### src/rtl/cache_mem_arbiter_if.sv
// Cache-side and RAM-side signal bundle for the cache/RAM arbiter.
// The slave modport is the arbiter's view; master is the caches-plus-RAM view.
interface cache_mem_arbiter_if #(
  parameter int NCPU = 2
);
  logic [NCPU-1:0]    iREN;
  logic [NCPU*32-1:0] iaddr;
  logic [NCPU-1:0]    iwait;
  logic [NCPU*32-1:0] iload;
  logic [NCPU-1:0]    dREN;
  logic [NCPU-1:0]    dWEN;
  logic [NCPU*32-1:0] daddr;
  logic [NCPU*32-1:0] dstore;
  logic [NCPU-1:0]    cctrans;
  logic [NCPU-1:0]    dwait;
  logic [NCPU*32-1:0] dload;
  logic               ramREN;
  logic               ramWEN;
  logic [31:0]        ramaddr;
  logic [31:0]        ramstore;
  logic [31:0]        ramload;
  logic               ram_ready;

  modport slave (
    input  iREN, iaddr, dREN, dWEN, daddr, dstore, cctrans, ramload, ram_ready,
    output iwait, iload, dwait, dload, ramREN, ramWEN, ramaddr, ramstore
  );

  modport master (
    output iREN, iaddr, dREN, dWEN, daddr, dstore, cctrans, ramload, ram_ready,
    input  iwait, iload, dwait, dload, ramREN, ramWEN, ramaddr, ramstore
  );
endinterface

### src/rtl/cache_mem_arbiter.sv
// Shares one word-wide RAM port among NCPU icaches and dcaches: dcache first,
// round-robin per side, cctrans burst lock, and an icache starvation guard.
module cache_mem_arbiter #(
  parameter int NCPU       = 2,
  parameter int STARVE_LIM = 4
) (
  input  logic              CLK,
  input  logic              RST,
  cache_mem_arbiter_if.slave bus
);

  localparam int CW = (NCPU > 1) ? $clog2(NCPU) : 1;
  localparam logic [2:0] STARVE_MAX = 3'(STARVE_LIM);

  typedef enum logic [1:0] {
    IDLE = 2'd0,
    DOWN = 2'd1,
    IOWN = 2'd2
  } state_e;

  state_e        state_q, state_d;
  logic [CW-1:0] owner_q, owner_d;
  logic [CW-1:0] rr_d_q, rr_d_d;
  logic [CW-1:0] rr_i_q, rr_i_d;
  logic [2:0]    starve_q, starve_d;

  logic [NCPU-1:0] dreq_s;
  logic [CW:0]     d_pick_s, i_pick_s;
  logic [31:0]     iaddr_a [NCPU];
  logic [31:0]     daddr_a [NCPU];
  logic [31:0]     dstore_a [NCPU];

  function automatic logic [CW-1:0] next_idx(input logic [CW-1:0] o);
    return (o == CW'(NCPU - 1)) ? {CW{1'b0}} : o + CW'(1);
  endfunction

  // First requester at or after start, searching cyclically; MSB = found.
  function automatic logic [CW:0] pick(input logic [NCPU-1:0] req,
                                       input logic [CW-1:0]   start);
    logic          found;
    logic [CW-1:0] idx;
    logic [CW-1:0] win;
    found = 1'b0;
    idx   = start;
    win   = start;
    for (int k = 0; k < NCPU; k++) begin
      if (!found && req[idx]) begin
        found = 1'b1;
        win   = idx;
      end
      idx = next_idx(idx);
    end
    return {found, win};
  endfunction

  for (genvar g = 0; g < NCPU; g++) begin : g_unpack
    assign iaddr_a[g]  = bus.iaddr[g*32 +: 32];
    assign daddr_a[g]  = bus.daddr[g*32 +: 32];
    assign dstore_a[g] = bus.dstore[g*32 +: 32];
  end

  assign dreq_s   = bus.dREN | bus.dWEN;
  assign d_pick_s = pick(dreq_s, rr_d_q);
  assign i_pick_s = pick(bus.iREN, rr_i_q);

  // Read data is broadcast; only the owner's wait dropping qualifies it.
  assign bus.iload = {NCPU{bus.ramload}};
  assign bus.dload = {NCPU{bus.ramload}};

  always_ff @(posedge CLK) begin
    if (RST) begin
      state_q  <= IDLE;
      owner_q  <= {CW{1'b0}};
      rr_d_q   <= {CW{1'b0}};
      rr_i_q   <= {CW{1'b0}};
      starve_q <= 3'd0;
    end else begin
      state_q  <= state_d;
      owner_q  <= owner_d;
      rr_d_q   <= rr_d_d;
      rr_i_q   <= rr_i_d;
      starve_q <= starve_d;
    end
  end

  always_comb begin
    state_d      = state_q;
    owner_d      = owner_q;
    rr_d_d       = rr_d_q;
    rr_i_d       = rr_i_q;
    starve_d     = starve_q;
    bus.iwait    = {NCPU{1'b1}};
    bus.dwait    = {NCPU{1'b1}};
    bus.ramREN   = 1'b0;
    bus.ramWEN   = 1'b0;
    bus.ramaddr  = 32'h0;
    bus.ramstore = 32'h0;

    case (state_q)
      IDLE: begin
        if ((starve_q == STARVE_MAX) && (|bus.iREN)) begin
          state_d  = IOWN;
          owner_d  = i_pick_s[CW-1:0];
          starve_d = 3'd0;
        end else if (|dreq_s) begin
          state_d = DOWN;
          owner_d = d_pick_s[CW-1:0];
          if ((|bus.iREN) && (starve_q != STARVE_MAX)) begin
            starve_d = starve_q + 3'd1;
          end else begin
            starve_d = starve_q;
          end
        end else if (|bus.iREN) begin
          state_d  = IOWN;
          owner_d  = i_pick_s[CW-1:0];
          starve_d = 3'd0;
        end else begin
          state_d = IDLE;
        end
      end

      DOWN: begin
        bus.ramaddr  = daddr_a[owner_q];
        bus.ramstore = dstore_a[owner_q];
        bus.ramWEN   = bus.dWEN[owner_q];
        bus.ramREN   = bus.dREN[owner_q] & ~bus.dWEN[owner_q];
        bus.dwait[owner_q] = ~(bus.ram_ready & dreq_s[owner_q]);
        // With cctrans held the owner keeps the port across words and phases.
        if (bus.cctrans[owner_q]) begin
          state_d = DOWN;
        end else if (!dreq_s[owner_q] || bus.ram_ready) begin
          state_d = IDLE;
          rr_d_d  = next_idx(owner_q);
        end else begin
          state_d = DOWN;
        end
      end

      IOWN: begin
        bus.ramaddr = iaddr_a[owner_q];
        bus.ramREN  = bus.iREN[owner_q];
        bus.iwait[owner_q] = ~(bus.ram_ready & bus.iREN[owner_q]);
        if (!bus.iREN[owner_q] || bus.ram_ready) begin
          state_d = IDLE;
          rr_i_d  = next_idx(owner_q);
        end else begin
          state_d = IOWN;
        end
      end

      default: begin
        state_d = IDLE;
      end
    endcase
  end

endmodule

### src/flat_wrapper.sv
// flat-port wrapper written by rule: the top's interface ports become plain ports
module cache_mem_arbiter_flat 
#(
  parameter int NCPU       = 2,
  parameter int STARVE_LIM = 4
)
  (CLK, RST, bus_iREN, bus_iaddr, bus_dREN, bus_dWEN, bus_daddr, bus_dstore, bus_cctrans, bus_ramload, bus_ram_ready, bus_iwait, bus_iload, bus_dwait, bus_dload, bus_ramREN, bus_ramWEN, bus_ramaddr, bus_ramstore);
  cache_mem_arbiter_if #(.NCPU(NCPU)) bus_i ();
  input  logic CLK;
  input  logic RST;
  input wire logic [$bits(bus_i.iREN)-1:0] bus_iREN;
  input wire logic [$bits(bus_i.iaddr)-1:0] bus_iaddr;
  input wire logic [$bits(bus_i.dREN)-1:0] bus_dREN;
  input wire logic [$bits(bus_i.dWEN)-1:0] bus_dWEN;
  input wire logic [$bits(bus_i.daddr)-1:0] bus_daddr;
  input wire logic [$bits(bus_i.dstore)-1:0] bus_dstore;
  input wire logic [$bits(bus_i.cctrans)-1:0] bus_cctrans;
  input wire logic [$bits(bus_i.ramload)-1:0] bus_ramload;
  input wire logic [$bits(bus_i.ram_ready)-1:0] bus_ram_ready;
  output wire logic [$bits(bus_i.iwait)-1:0] bus_iwait;
  output wire logic [$bits(bus_i.iload)-1:0] bus_iload;
  output wire logic [$bits(bus_i.dwait)-1:0] bus_dwait;
  output wire logic [$bits(bus_i.dload)-1:0] bus_dload;
  output wire logic [$bits(bus_i.ramREN)-1:0] bus_ramREN;
  output wire logic [$bits(bus_i.ramWEN)-1:0] bus_ramWEN;
  output wire logic [$bits(bus_i.ramaddr)-1:0] bus_ramaddr;
  output wire logic [$bits(bus_i.ramstore)-1:0] bus_ramstore;
  assign bus_i.iREN = bus_iREN;
  assign bus_i.iaddr = bus_iaddr;
  assign bus_i.dREN = bus_dREN;
  assign bus_i.dWEN = bus_dWEN;
  assign bus_i.daddr = bus_daddr;
  assign bus_i.dstore = bus_dstore;
  assign bus_i.cctrans = bus_cctrans;
  assign bus_i.ramload = bus_ramload;
  assign bus_i.ram_ready = bus_ram_ready;
  assign bus_iwait = bus_i.iwait;
  assign bus_iload = bus_i.iload;
  assign bus_dwait = bus_i.dwait;
  assign bus_dload = bus_i.dload;
  assign bus_ramREN = bus_i.ramREN;
  assign bus_ramWEN = bus_i.ramWEN;
  assign bus_ramaddr = bus_i.ramaddr;
  assign bus_ramstore = bus_i.ramstore;
  cache_mem_arbiter #(.NCPU(NCPU), .STARVE_LIM(STARVE_LIM)) u_core (.CLK(CLK), .RST(RST), .bus(bus_i));
endmodule
### config.mk
export PLATFORM = sky130hd
export DESIGN_NAME = cache_mem_arbiter_flat
export DESIGN_NICKNAME = d
export VERILOG_FILES = /design/src/rtl/cache_mem_arbiter_if.sv /design/src/rtl/cache_mem_arbiter.sv /design/src/flat_wrapper.sv
export SDC_FILE = /design/constraint.sdc
export NUM_CORES = 1
export LEC_CHECK = 0
export BUFFER_PORTS_ARGS = -buffer_cell sky130_fd_sc_hd__buf_2
export CAP_MARGIN = 15
export CORE_AREA = 5 5 166 168
export DETAILED_ROUTE_END_ITERATION = 10
export DIE_AREA = 0 0 171 173
export PLACE_DENSITY = 0.48
export SKIP_LAST_GASP = 1
export SLEW_MARGIN = 20
export SYNTH_ARGS = -nofsm -noshare
export SYNTH_HDL_FRONTEND = slang
export SYNTH_SLANG_ARGS = --single-unit
### constraint.sdc
create_clock -name CLK -period 1.82 [get_ports CLK]
set_clock_uncertainty 0.2 [all_clocks]
set_input_delay 0.091 -clock CLK [delete_from_list [all_inputs] [get_ports CLK]]
set_output_delay 0.091 -clock CLK [all_outputs]
set_load 0.005 [all_outputs]
## After elaboration in Yosys (flattened, before gate mapping)

Index checks and enable logic that the tools add are counted.

- Output and inout port bits: 198
- Input port bits: 235
- Register bits: 8
- Logic and storage cells: 108

- Eq/ne operators: 5
- $add $sub $neg: 4
- Reduce and logical (&&, ||, !) cells: 19
- Muxes and demuxes: 56
- $lt $le $gt $ge: 7
- Bitwise gates (word level): 12

Operators by type and width:

| kind | number |
|---|---|
| 32-bit 2-to-1 mux | 10 |
| 32-bit one-hot mux with 2 select lines | 1 |
| 1-bit 2-to-1 mux | 31 |
| 2-bit 2-to-1 mux | 7 |
| 3-bit 2-to-1 mux | 4 |
| 1-bit by 2-bit less-than comparator with 1-bit output (second input constant) | 5 |
| 2-bit bitwise OR | 3 |
| 2-bit one-hot mux with 3 select lines | 1 |
| 3-bit AND reduction | 2 |
| 1-bit logical AND | 5 |
| 1-bit logical NOT | 4 |
| 1-bit inverter | 4 |
| 2-bit AND reduction | 2 |
| 2-bit OR reduction | 2 |
| 1-bit adder (second input constant) | 3 |
| 3-bit by 1-bit adder with 3-bit output (second input constant) | 1 |
| 1-bit bitwise AND | 3 |
| 3-bit == test (second input constant) | 1 |
| 3-bit by 2-bit != test with 1-bit output (second input constant) | 1 |
| 3-bit != test (second input constant) | 1 |
| 3-bit nonzero test | 1 |
| 2-bit by 1-bit == test with 1-bit output (second input constant) | 1 |
| 2-bit == test (second input constant) | 1 |
| 2-bit >= comparator (second input constant) | 1 |
| other kinds (7) | 8 |

## Longest topological paths before layout

- Depth after elaboration: 9
- Depth in mapped cells: 7
- Mapped depth without buffers: 5

## Least setup slack after synthesis

OpenSTA, ideal clock, no wires.

- Path kind: register to output
- Start: register u_core.state_q[1]
- End: output bus_ramaddr[11]
- Data required time: 1529 ps
- Cell stages (with the launch flop): 8
- Setup slack: 130 ps
- Arrival: 1399 ps
- Buffers on the path: 2
- Cells stage by stage: dfxtp_1 -> inv_1 -> ha_1 -> inv_1 -> buf_2 -> buf_1 -> o22ai_1 -> and2_1

- Word-level cells in the longest chain between the ends: 2
- Elaborated cells on any way between the ends: 3
- Classes of those cells: eq/ne: 2; mux: 1

Ends and longest elaborated chain:

| item | RTL line | RTL |
|---|---|---|
| start, declared | cache_mem_arbiter.sv:21 | `state_e state_q, state_d;` |
| start signal, assigned | cache_mem_arbiter.sv:78 | `state_q <= state_d;` |
| 2-bit == test / 2-bit by 1-bit == test with 1-bit output (equally long branches) | cache_mem_arbiter.sv:99 | `case (state_q)` |
| 32-bit one-hot mux with 2 select lines (*) | cache_mem_arbiter.sv:99 |  |
| end, declared | flat_wrapper.sv:26 | `output wire logic [$bits(bus_i.ramaddr)-1:0] bus_ramaddr;` |

Mark *: on every way between the ends. The rest lies on a longest branch, timed or not.

## Worst setup path in the final report

- Start: register u_core.owner_q
- End: output bus_ramaddr[14]

- Word-level cells in the longest chain between the ends: 5
- Elaborated cells on any way between the ends: 8
- Classes of those cells: mux: 7; bitwise: 1

Ends and longest elaborated chain:

| item | RTL line | RTL |
|---|---|---|
| start, declared | cache_mem_arbiter.sv:22 | `logic [CW-1:0] owner_q, owner_d;` |
| start signal, assigned | cache_mem_arbiter.sv:73 | `owner_q <= {CW{1'b0}};` |
| start signal, assigned | cache_mem_arbiter.sv:79 | `owner_q <= owner_d;` |
| 1-bit inverter with 2-bit output (not written as such) (*) | cache_mem_arbiter.sv:123, cache_mem_arbiter.sv:140 |  |
| 32-bit 2-to-1 mux, on equally long branches (3 in a row) | cache_mem_arbiter.sv:140, cache_mem_arbiter.sv:123 |  |
| 32-bit one-hot mux with 2 select lines (*) | cache_mem_arbiter.sv:99 |  |

Mark *: on every way between the ends. The rest lies on a longest branch, timed or not. The select of a mux whose other input is x is not followed.

==> impl_summary.log <==
[metrics] result of the run: finished with violations
[metrics] violations in the final reports: setup timing
[metrics] core region area: between 20000 and 30000 um2
[metrics] Routed Wire Length: around 19000 um
[metrics] residual antenna-violating net count after detailed routing: 0
[metrics] post-synthesis xor/xnor area fraction: 0.00553
[metrics] starting density of the core: 0.123
[metrics] mean area per synthesized cell: roughly 7.7 um2
[metrics] share of cells above drive strength 1: 0.601
[metrics] IO Pins: about 430
[metrics] number of CTS-inserted buffers: 3
[metrics] wire length per cell after detailed routing: between 15 and 20 um
[metrics] vias after detailed routing: 3639
[metrics] ys async rst share: 0
[metrics] average vias per placed instance: 3.83
[metrics] crit end category: output port
[metrics] largest net degree at the start of global routing: 31
[metrics] buffer and inverter count on the worst path: 4
[metrics] worst hold margin: 0.0622 ns
[metrics] clock tree from TritonCTS: built
[metrics] gate count of the mapped netlist: 413
[metrics] combined area of the multi-input logic cells: around 2100 um2
[metrics] final HPWL from detailed placement: about 13000 um
[metrics] site row count: 59
[metrics] leak pwr: roughly 2.5 nW
[metrics] final hold vios: 0
[metrics] top cells by area in the synthesized netlist: sky130_fd_sc_hd__buf_4, sky130_fd_sc_hd__mux2i_1, sky130_fd_sc_hd__and2_1, sky130_fd_sc_hd__o22ai_1, sky130_fd_sc_hd__dfxtp_1
[metrics] DIE AREA: between 20000 and 30000 um2
[metrics] vias in the first global route: approximately 3.8k
[metrics] number of detailed-routing iterations run before antenna repair: 4
[metrics] mux contribution to synthesized area: 0.313
[metrics] Cell Chain, Critical Path: buf_12, buf_12, buf_8, mux2i_1, o22ai_1, and2_1, buf_2
[metrics] area delta synth->final: 69.1%
[metrics] CP most frequent cell: sky130_fd_sc_hd__buf_12
[metrics] CTS clk-pin slew, worst paths: about 0.040 ns
[metrics] data arrival time of the critical path: 1.57 ns
[metrics] footprint of the flip-flops and latches: 169 um2
[metrics] worst vdd ir: roughly 0.25 mV
[metrics] post-detailed-route DRC marker count: 0
[metrics] 1st-iter DRT viols: between 60 and 70
[metrics] fillers: ~2.9k
[metrics] number of warning messages in the yosys log: 0
[metrics] delay contributed by the slowest stage of the critical path: around 0.37 ns
[metrics] commonest cells after routing, fill and taps aside: sky130_fd_sc_hd__buf_2, sky130_fd_sc_hd__mux2i_1, sky130_fd_sc_hd__dlygate4sd3_1, sky130_fd_sc_hd__and2_1, sky130_fd_sc_hd__o22ai_1
[metrics] share of the core filled with cells: 0.208
[metrics] global-route congestion overflow total: 0
[metrics] RePlAce Congestion: approximately 0.73
[metrics] wire length of the first global-routing pass: roughly 24000 um
[metrics] post-layout min period: around 1.9 ns
[metrics] clock latency on the worst-skew pair: 0.23 ns
[metrics] Post-synth EDFFs: 0
[metrics] synthesized-area fraction occupied by adder cells: 0.0237
[metrics] Post-Synthesis Net Count: about 650
[metrics] largest area contributor in the synthesized netlist: sky130_fd_sc_hd__buf_4
[metrics] horizontal extent of the die: between 150 and 200 um
[metrics] final setup vio count: 8
[metrics] most frequent standard cell in the layout excluding fill and tap cells: sky130_fd_sc_hd__buf_2
[metrics] number of register bits inferred by synthesis: 8
[metrics] unrepaired setup endpoints after global routing: true
[metrics] crit path launch type: flip-flop
[metrics] Largest delay share family, worst path: buffers and inverters
[metrics] area share of the largest cell type after synthesis: 0.310
[metrics] Setup WS post-layout: -0.0393 ns
[metrics] Max Fclk: ~540 MHz
[metrics] Hold WC Path Type: primary input to flip-flop
[metrics] Final nets: 856
[metrics] Synth Area in Compound Gates: 0.116
[metrics] worst-case headroom to the max-slew limit: 0.779
[metrics] slowest stage cell, crit path: sky130_fd_sc_hd__dfxtp_4
[metrics] Crit Path Max Fanout: 5
[metrics] simple-gate portion of the synthesized area: 0.142
[metrics] total power divided by cell area: about 450 nW/um2
[metrics] buffer levels on the longest clock path: 2
[metrics] Pins Over Slew Limit: 0
[metrics] global-route usage over all layers: 0.106
[metrics] number of antenna violations at the first check in global routing: 2
[metrics] Total Power: 2.41 mW
[metrics] Syn Std Cell Area: roughly 3200 um2
[metrics] clock sink total: 8
[metrics] Synth cell types: 42
[metrics] main flop type after synthesis: sky130_fd_sc_hd__dfxtp_1
[metrics] Req. time, crit path: around 1.5 ns
[metrics] number of buffers inserted by port buffering: 272
[metrics] number of maximum-capacitance violations: 0
[metrics] sequential-to-total area share from yosys stat: 0.0506
[metrics] final period utilization: 1.02
[metrics] largest family of logic cells by synthesized area: buffers and inverters
[metrics] classification of the worst setup path: flip-flop to output port
[metrics] Die Y: roughly 170 um
[metrics] clock root buffer: sky130_fd_sc_hd__clkbuf_16
[metrics] actual slew at the worst max-slew pin: about 0.32 ns
[metrics] number of H-tree branching levels: 1
[worst register-to-register path, delay by kind of cell (launching register included)]
kind / cells / cell delay (ns)
flops: 1 / 0.36
buf+inv: 5 / 0.59
compound gates: 2 / 0.32
fa+ha+maj: 1 / 0.18
[path summary, 6_finish.rpt]
check	from	end	slack (ns)	cells past startpoint
max	u_core.owner_q	bus_ramaddr[14]	-0.04	7
min	bus_cctrans[1]	u_core.rr_d_q	0.06	3
max reg2reg	u_core.state_q[0]	u_core.rr_i_q	0.08	8
min reg2reg	u_core.rr_i_q	u_core.rr_i_q	0.31	2
[routing by layer]
layer	up-vias	track usage	part of all wire
li1	1712	-	-
met1	1664	0.124	0.38
met2	249	0.208	0.54
met3	10	0.0151	0.077
met4	4	0.0135	0.0062
met5	-	0	0.0015
[final cells by class]
type                            instances  area share
Antenna cell                            1    0.000467
Clock buffer                            4      0.0147
Inverter                                6     0.00747
Multi-Input combinational cell        246       0.395
Sequential cell                         8      0.0315
Tap cell                              335      0.0782
Timing Repair Buffer                  350       0.472
[timing repair]
action | CTS | global route
setup buffers | 8 | 5
setup endpoints to repair | 34 | 55
cloned | 9 | 6
endpoints found under the hold margin | 134 | 0
hold buffers | 33 | 0
pin swaps | 13 | 16
resized for setup | 44 | 52
[cells by family after synthesis]
kind of cell / after synthesis
buffers and inverters: 159
flip-flops: 8
XOR/XNOR: 2
AO/OA/AOI/OAI: 53
adder cells (fa/ha/maj): 6
multiplexers: 99
AND/OR/NAND/NOR: 86
[synthesized netlist by cell type, types with 2 or more instances]
library cell	n
sky130_fd_sc_hd__buf_2	9
sky130_fd_sc_hd__nor3b_1	2
sky130_fd_sc_hd__inv_1	5
sky130_fd_sc_hd__and2_1	32
sky130_fd_sc_hd__nor2b_1	3
sky130_fd_sc_hd__buf_4	131
sky130_fd_sc_hd__o211ai_1	2
sky130_fd_sc_hd__clkbuf_1	11
sky130_fd_sc_hd__o22ai_1	32
sky130_fd_sc_hd__nand2_1	2
sky130_fd_sc_hd__nand3_1	2
sky130_fd_sc_hd__o21a_1	3
sky130_fd_sc_hd__o21bai_1	2
sky130_fd_sc_hd__o21ai_0	2
sky130_fd_sc_hd__ha_1	6
sky130_fd_sc_hd__nor3_1	3
sky130_fd_sc_hd__dfxtp_1	8
sky130_fd_sc_hd__a211oi_1	2
sky130_fd_sc_hd__nor2_1	36
sky130_fd_sc_hd__mux2i_1	98
[state kept, by name, indices dropped and copies added, names as in the netlist]
| name | count |
|---|---|
| u_core.starve_q | 3 |
| u_core.rr_d_q | 1 |
| u_core.owner_q | 1 |
| u_core.state_q | 2 |
| u_core.rr_i_q | 1 |
[through the flow]
step | setup WS, ns | TNS [ns] | instance area [um2] | cells
5_1_grt | -0.113 | -2.08 | 5360 | 949
2_1_floorplan | 0.130 | 0 | 3170 | 413
6_report | -0.0393 | -0.101 | 5360 | 950
3_5_place_dp | 0.135 | 0 | 4090 | 885
3_3_place_gp | 0.156 | 0 | 4090 | 885
4_1_cts | -0.0654 | -1.11 | 4980 | 938
[report_power, final]
group	internal, mW	switching (mW)	leakage [nW]
registers	0.192	0.0169	0.0671
clock network	0.293	0.0950	0.0382
logic	0.972	0.840	2.40
total	1.46	0.951	2.51
Power figures use the tool's default switching activity.
